--- src/rtl/window_position_gen.sv ---
// Scans one 256-sample frame per trigger, finds up to three hysteresis regions
// at least MIN_WIDTH samples long and publishes their start/end indices.
module window_position_gen #(
  parameter int unsigned DATA_W    = 16,
  parameter int unsigned MIN_WIDTH = 4
) (
  input  logic              clk,
  input  logic              rst,
  input  logic              frame_start,
  input  logic [DATA_W-1:0] data_in,
  input  logic              data_in_valid,
  input  logic [DATA_W-1:0] th_high,
  input  logic [DATA_W-1:0] th_low,
  output logic [7:0]        start_position_1,
  output logic [7:0]        start_position_2,
  output logic [7:0]        start_position_3,
  output logic [7:0]        end_position_1,
  output logic [7:0]        end_position_2,
  output logic [7:0]        end_position_3,
  output logic              position_3_error_sig,
  output logic              position_gen_en,
  output logic              busy
);

  localparam int unsigned IDX_W = 8;
  localparam int unsigned CNT_W = 3;
  localparam int unsigned WID_W = IDX_W + 1;
  localparam logic [IDX_W-1:0] LAST_IDX = 8'hFF;

  typedef enum logic [1:0] {IDLE, SCAN, FINISH} state_t;

  state_t                  r_state;
  logic [IDX_W-1:0]        r_idx;
  logic [IDX_W-1:0]        r_cand_start;
  logic [IDX_W-1:0]        r_cl_start;
  logic [IDX_W-1:0]        r_cl_end;
  logic                    r_cl_vld;
  logic                    r_in_region;
  logic                    r_last;
  logic [DATA_W-1:0]       r_th_high;
  logic [DATA_W-1:0]       r_th_low;
  logic [2:0][IDX_W-1:0]   r_sh_start;
  logic [2:0][IDX_W-1:0]   r_sh_end;
  logic [CNT_W-1:0]        r_count;

  logic                    w_start_beat;
  logic                    w_beat;
  logic                    w_proc;
  logic                    w_in;
  logic                    w_in_next;
  logic                    w_close;
  logic                    w_accept;
  logic [IDX_W-1:0]        w_idx;
  logic [IDX_W-1:0]        w_cs_next;
  logic [IDX_W-1:0]        w_close_start;
  logic [IDX_W-1:0]        w_close_end;
  logic [DATA_W-1:0]       w_thh;
  logic [DATA_W-1:0]       w_thl;
  logic [WID_W-1:0]        w_width;

  // A start beat (from IDLE, or a restart mid-scan) is processed as index 0 with live thresholds
  assign w_start_beat = data_in_valid & frame_start &
                        ((r_state == IDLE) | ((r_state == SCAN) & ~r_last));
  assign w_beat       = data_in_valid & ~frame_start & (r_state == SCAN) & ~r_last;
  assign w_proc       = w_start_beat | w_beat;
  assign w_idx        = w_start_beat ? '0 : r_idx;
  assign w_thh        = w_start_beat ? th_high : r_th_high;
  assign w_thl        = w_start_beat ? th_low : r_th_low;
  assign w_in         = ~w_start_beat & r_in_region;

  // Hysteresis tracker: produces a close event for the current beat
  always_comb begin
    w_in_next     = w_in;
    w_cs_next     = r_cand_start;
    w_close       = 1'b0;
    w_close_start = r_cand_start;
    w_close_end   = w_idx;
    if (!w_in) begin
      if (data_in >= w_thh) begin
        w_in_next = 1'b1;
        w_cs_next = w_idx;
        if (w_idx == LAST_IDX) begin
          w_in_next     = 1'b0;
          w_close       = 1'b1;
          w_close_start = w_idx;
        end
      end
    end else if (data_in < w_thl) begin
      w_in_next   = 1'b0;
      w_close     = 1'b1;
      w_close_end = w_idx - 8'd1;
    end else if (w_idx == LAST_IDX) begin
      w_in_next = 1'b0;
      w_close   = 1'b1;
    end
  end

  assign w_width  = WID_W'(r_cl_end) - WID_W'(r_cl_start) + WID_W'(1);
  assign w_accept = r_cl_vld & (w_width >= WID_W'(MIN_WIDTH));

  always_ff @(posedge clk or posedge rst) begin
    if (rst) begin
      r_state              <= IDLE;
      r_idx                <= '0;
      r_cand_start         <= '0;
      r_cl_start           <= '0;
      r_cl_end             <= '0;
      r_cl_vld             <= 1'b0;
      r_in_region          <= 1'b0;
      r_last               <= 1'b0;
      r_th_high            <= '0;
      r_th_low             <= '0;
      r_sh_start           <= '0;
      r_sh_end             <= '0;
      r_count              <= '0;
      start_position_1     <= '0;
      start_position_2     <= '0;
      start_position_3     <= '0;
      end_position_1       <= '0;
      end_position_2       <= '0;
      end_position_3       <= '0;
      position_3_error_sig <= 1'b0;
      position_gen_en      <= 1'b0;
      busy                 <= 1'b0;
    end else begin
      position_gen_en <= 1'b0;
      r_cl_vld        <= 1'b0;

      // Acceptance runs one edge behind the tracker; a restart drops any pending close
      if (w_start_beat) begin
        r_state    <= SCAN;
        busy       <= 1'b1;
        r_last     <= 1'b0;
        r_th_high  <= th_high;
        r_th_low   <= th_low;
        r_sh_start <= '0;
        r_sh_end   <= '0;
        r_count    <= '0;
      end else if (w_accept) begin
        if (r_count < CNT_W'(3)) begin
          r_sh_start[r_count[1:0]] <= r_cl_start;
          r_sh_end[r_count[1:0]]   <= r_cl_end;
        end
        if (r_count < CNT_W'(4)) begin
          r_count <= r_count + CNT_W'(1);
        end
      end

      if (w_proc) begin
        r_in_region  <= w_in_next;
        r_cand_start <= w_cs_next;
        r_cl_vld     <= w_close;
        r_cl_start   <= w_close_start;
        r_cl_end     <= w_close_end;
        r_idx        <= w_idx + 8'd1;
        if (w_idx == LAST_IDX) begin
          r_last <= 1'b1;
        end
      end

      case (r_state)
        SCAN: begin
          if (r_last) begin
            r_state <= FINISH;
          end
        end
        FINISH: begin
          start_position_1     <= r_sh_start[0];
          start_position_2     <= r_sh_start[1];
          start_position_3     <= r_sh_start[2];
          end_position_1       <= r_sh_end[0];
          end_position_2       <= r_sh_end[1];
          end_position_3       <= r_sh_end[2];
          position_3_error_sig <= (r_count != CNT_W'(3));
          position_gen_en      <= 1'b1;
          busy                 <= 1'b0;
          r_last               <= 1'b0;
          r_state              <= IDLE;
        end
        default: ;
      endcase
    end
  end

endmodule
--- config.mk ---
export PLATFORM = sky130hd
export DESIGN_NAME = window_position_gen
export DESIGN_NICKNAME = d
export VERILOG_FILES = /design/src/rtl/window_position_gen.sv
export SDC_FILE = /design/constraint.sdc
export NUM_CORES = 1
export LEC_CHECK = 0
export BUFFER_PORTS_ARGS = -buffer_cell sky130_fd_sc_hd__buf_4
export CAP_MARGIN = 30
export CORE_MARGIN = 5
export CORE_UTILIZATION = 28
export CTS_CLUSTER_SIZE = 8
export DETAILED_ROUTE_END_ITERATION = 8
export PLACE_DENSITY = 0.45
export SETUP_SLACK_MARGIN = 0.2
export SYNTH_ARGS = -nofsm -noshare
export SYNTH_HDL_FRONTEND = slang
export SYNTH_SLANG_ARGS = --single-unit
--- constraint.sdc ---
create_clock -name clk -period 10.3 [get_ports clk]
set_input_delay 2.575 -clock clk [delete_from_list [all_inputs] [get_ports clk]]
set_output_delay 2.575 -clock clk [all_outputs]
set_load 0.01 [all_outputs]
-- Yosys cells after proc, flatten, opt, wreduce, memory -nomap -nowiden
Index checks and enable logic that the tools add are counted.
- flip-flop bits (word level): 171
- output and inout port bits: 51
- $add $sub $neg: 5
- $lt $le $gt $ge: 7
- equal/unequal tests: 4
- mux-type cells: 40
- bitwise logic cells: 14
- reductions and logical operators: 9
- operators with widths (cell ; count):
    24-bit 2-to-1 mux ; 6
    8-bit 2-to-1 mux ; 7
    24-bit bitwise mux ; 2
    16-bit 2-to-1 mux ; 2
    8-bit demux with 2-bit select ; 1
    16-bit greater-or-equal comparator ; 1
    16-bit < comparator ; 1
    1-bit 2-to-1 mux ; 16
    9-bit by 1-bit adder with 9-bit output (second input constant) ; 1
    9-bit by 3-bit greater-or-equal comparator with 1-bit output (second input constant) ; 1
    3-bit 2-to-1 mux ; 3
    8-bit by 8-bit subtractor with 9-bit output ; 1
    8-bit by 1-bit adder with 8-bit output (second input constant) ; 1
    1-bit AND ; 8
    8-bit equality test (second input constant) ; 1
    2-bit nonzero test ; 4
    8-bit by 1-bit subtractor with 8-bit output (second input constant) ; 1
    2-bit 2-to-1 mux ; 2
    1-bit inverter ; 4
    2-bit one-hot mux with 2 select lines ; 1
    2-bit AND reduction ; 2
    3-bit by 1-bit adder with 3-bit output (second input constant) ; 1
    2-bit by 3-bit < comparator with 1-bit output (second input constant) ; 1
    3-bit by 2-bit < comparator with 1-bit output (second input constant) ; 1
    9 further kinds ; 10

-- Logic depth before layout (Yosys ltp)
- word-level depth: 10
- depth in mapped cells: 17

-- Worst setup path before layout
Ideal clock, no wire load.
- kind: input port to flip-flop
- start point: in data_in_valid
- end point: reg r_cl_end[7]
- setup time: 69 ps
- arrival time: 5395 ps
- slack: 4835 ps
- cell stages on the path: 12
- path buffers: 3
- cells stage by stage: o211ai_1 -> clkbuf_1 -> buf_2 -> mux2i_1 -> ha_1 -> a211o_1 -> nor3b_1 -> mux2i_1 -> a2111o_1 -> buf_6 -> or4_1 -> nand3_1
- cells in the longest elaborated chain, start to end: 6
- elaborated cells on any way between the ends: 14
- ends and longest elaborated chain (item ; line ; text):
    start, declared ; 11 ; input logic data_in_valid,
    1-bit AND (2 in a row) ; 62 ; assign w_start_beat = data_in_valid & frame_start &
    16-bit 2-to-1 mux or 8-bit 2-to-1 mux (tied branches) ; n/a ;
    16-bit < comparator or 8-bit by 1-bit subtractor with 8-bit output (tied branches) ; 88, 91 ;
    8-bit 2-to-1 mux ; 88 ; end else if (data_in < w_thl) begin
    8-bit 2-to-1 mux ; 78 ; if (!w_in) begin
    end signal, assigned ; 154 ; r_cl_end <= w_close_end;
    end, declared ; 36 ; logic [IDX_W-1:0] r_cl_end;
Several ways; a longest one is shown, not always the timed one.
A chain may end at the register's enable or synchronous reset.

-- Final worst setup path
- start point: in data_in_valid
- end point: reg r_cl_start[1]
- cells in the longest elaborated chain, start to end: 7
- elaborated cells on any way between the ends: 15
- ends and longest elaborated chain (item ; line ; text):
    branches (longest 7 deep; another with 16-bit greater-or-equal comparator) ; n/a ;
    end signal, assigned ; 153 ; r_cl_start <= w_close_start;
    end, declared ; 35 ; logic [IDX_W-1:0] r_cl_start;
Several ways; the timed one is not identified.

==> results.md <==
* Run status: complete, no violations
* CP bufs+invs at 2
* Finished Layout Cells at ~1.2k
* Met3 wire length at approximately 920 µm
* TritonRoute pass-1 iters at 4
* DRT iter0 DRCs at 328
* Slew @ Worst Pin at approximately 960 ps
* TritonCTS Buffers at 17
* Die area at 0.0332 mm²
* Synth unique cells at 55
* Highest Clock Rate at 177 MHz
* Post-Syn Area at between 0.008 and 0.009 mm²
* Via count at roughly 5.6k
* Setup TNS Final at 0 ps
* Number of cell rows at 63
* Psw at 0.000595 W
* Startpoint types: input pin
* Synth Warn # at 0
* Clock Skew at 13.6 ps
* CTS root buffer: clkbuf_16
* Leak at 5.25 nW
* Most common cell after layout, fill and taps aside: dfrtp_1
* CP Class: input pin to register
* Int Pwr at ~0.0012 W
* CP delay by family, top: compound AO/OA/AOI/OAI gates
* Comb pwr share at about 22%
* Post-DP HPWL at between 10 and 15 mm
* Final setup vio count at 0
* Clock power frac at a little over a third
* Critical path capture point type: register
* Post-synth top flop: dfrtp_1
* Synthesized area per cell at ~11 µm²
* Avg WL per Cell at 16.0 µm
* Resized cells post-CTS at 0
* CP required at about 11000 ps
* Critical Path Max Stage Delay at about 630 ps
* Core area at just under 0.03 mm²
* Post-synth EDFFs at 0
* P&R area growth vs syn at 21.6%
* Worst hold slack at 475 ps
* Vias in the first global route at approximately 5.9k
* Max_slew headroom at between 30% and 40%
* Commonest cells after routing, fill and taps aside: dfrtp_1, buf_4, nand2_1
* # fillers at slightly above 3k
* Switching Fraction at 32.7%
* Grt ovf at 0
* Post-CTS setup buffer count at 0
* Max Cap Viol at 0
* First-pass GRT wire length at roughly 32 mm
* DR DRC count at 0
* Clk Latency, worst-skew pair at ~430 ps
* Hold Path Class: register to register
* Syn Inst Count at between 700 and 800
* Layout cells sized above 1 at between 20% and 30%
* Hold_buf cts at 0
* Top cell by count, worst path: buf_4
* Met1 wire length at around 10 mm
* Final min period at 5650 ps
* Worst VDD drop at between 0.00009 and 0.0001 V
* Max Slew Vio Count at 0
* # clock sinks at around 170
* Sequential power share at 43.1%
* Max layer used: met4
* Asr flop ratio synth at 100%
* CP Max Fanout at 55
* Worst path cell trace: buf_4, o211ai_1, buf_4, mux2i_1, ha_1, a21oi_1, o21ai_0, a2111oi_0, o21ai_1, a41oi_1, a221o_1
* CTS tree: yes
* Seq/Total Area, Yosys at between 50% and 60%
* Number of top-level pins at 103
* Clk slew on worst S/H paths at approximately 70 ps
* Placed cell count at approximately 1.2k
* Net Count, Synth at roughly 840
* Die Y at 182 µm
* Antenna diodes at 0
* Clock tree buffer depth at 2
* Routed length on met2 at 8.47 mm
* Initial Utilization at between 20% and 30%
* P per Cell Area at between 150 and 200 mW/mm²
* Total routed wirelength at between 15 and 20 mm
* Fin crit share at a little over half
* Tot GR Track Use at between 10 and 15%
* Largest net degree at the start of global routing at about 100
* Register bit total from synthesis at between 150 and 200
* Vias per cell at around 4.6
* Placer Congestion at about 0.77
* Port Buffer Count at between 100 and 150
* Unrepaired setup endpoints after global routing: false
* H-Tree Depth at 4
* Hold Fails Final Rpt at 0
* Slowest library cell on the worst path: buf_4
* Die X at roughly 180 µm
* Arrival time worst endpoint at 6000 ps
* Post-route ant nets at 0
* Initial antenna violation count at 0
* Nets at around 940
## power groups by stage
stage	Clock, W	Combinational, W	Sequential (W)
6_report	0.000634	0.000404	0.000785
3_5_place_dp	0	0.000406	0.000799
2_1_floorplan	0	0.000313	0.000774
5_1_grt	0.000687	0.000464	0.000794
3_3_place_gp	0	0.000404	0.000799
4_1_cts	0.000663	0.000409	0.000786
## sequential cells by signal (all words and copies together), names as in the netlist
register and flops:
start_position_1 8, busy 1, r_state 2, r_cl_start 8, start_position_2 8, start_position_3 8, r_idx 8, r_sh_end 24
r_th_high 16, end_position_1 8, position_3_error_sig 1, position_gen_en 1, end_position_3 8, r_cand_start 8, r_sh_start 24, r_in_region 1
end_position_2 8, r_count 3, r_cl_vld 1, r_cl_end 8, r_last 1, r_th_low 16
## cell usage after synthesis, types with 4 or more instances
| cell | count | area (µm²) |
|---|---|---|
| a21oi_1 | 18 | 90.1 |
| buf_2 | 6 | 30.0 |
| mux2i_1 | 80 | 801 |
| o211ai_1 | 6 | 45.0 |
| o21ai_0 | 15 | 75.1 |
| a221o_1 | 6 | 60.1 |
| a22oi_1 | 4 | 30.0 |
| a22o_1 | 8 | 70.1 |
| buf_1 | 5 | 18.8 |
| mux2_2 | 49 | 552 |
| a211oi_1 | 4 | 30.0 |
| clkbuf_1 | 17 | 63.8 |
| a21o_1 | 7 | 52.6 |
| and3_1 | 5 | 31.3 |
| nand4_1 | 5 | 31.3 |
| xor2_1 | 5 | 43.8 |
| inv_1 | 58 | 218 |
| nand3_1 | 9 | 45.0 |
| nor3_1 | 6 | 30.0 |
| nand2_1 | 105 | 394 |
| nor2_1 | 19 | 71.3 |
| or3_1 | 4 | 25.0 |
| dfrtp_1 | 171 | 4280 |
| a211o_1 | 6 | 52.6 |
| ha_1 | 56 | 701 |
## through the flow
stage / cell area [µm²] / utilization, % / power, W / setup slack (ps)
2_1_floorplan: 8310 / - / 0.00109 / 3090
3_3_place_gp: 9470 / 32.1 / 0.00120 / 4280
3_5_place_dp: 9500 / 32.2 / 0.00121 / 4240
4_1_cts: 10100 / 34.2 / 0.00186 / 4680
5_1_grt: 10100 / 34.3 / 0.00195 / 4380
6_report: 10100 / 34.3 / 0.00182 / 4650
## routing by layer
layer / GRT usage, % / vias to the layer above
met5: 0 / -
met4: 3.87 / 0
li1: - / 2760
met3: 2.37 / 23
met2: 18.1 / 150
met1: 17.6 / 2666
## cell type report
type / count / area [µm²] / area share (%)
clock buffers: 18 / 429 / 4.25
clock inverters: 14 / 146 / 1.45
inverters: 58 / 223 / 2.20
multi-input cells: 467 / 3660 / 36.2
flip-flops and latches: 171 / 4280 / 42.4
well taps: 390 / 488 / 4.83
repair buffers: 112 / 881 / 8.72
## worst paths after layout
check                                       startpoint                              end  slack (ps)  cells after the start
worst min register to register  r_th_high[9]$_DFF_PP0_           r_th_high[9]$_DFF_PP0_         480                      2
worst max register to register    r_state[1]$_DFF_PP0_        r_cl_start[1]$_DFFE_PP0N_        6070                     13
min in group asynchronous                          rst  start_position_2[6]$_DFFE_PP0P_        2000                      2
max in group asynchronous                          rst          r_cl_end[5]$_DFFE_PP0N_        6930                      5
worst max-delay path                     data_in_valid        r_cl_start[1]$_DFFE_PP0N_        4650                     11
worst min-delay path            r_th_high[9]$_DFF_PP0_           r_th_high[9]$_DFF_PP0_         480                      2
## worst min-delay path: stages (launching register included)
cell and delay, ps:
dfrtp_1 330, nand2_1 50, nand2_1 70
## cell families after synthesis
logic type / share of synthesized area, %
AOI/OAI and AO/OA: 8.84
buffers and inverters: 4.52
muxes: 16.3
DFF: 51.5
adders and majority gates: 8.67
xor gates and xnor gates: 0.738
and+or+nand+nor: 9.44
No activity file was read; power rests on OpenSTA's default activity.
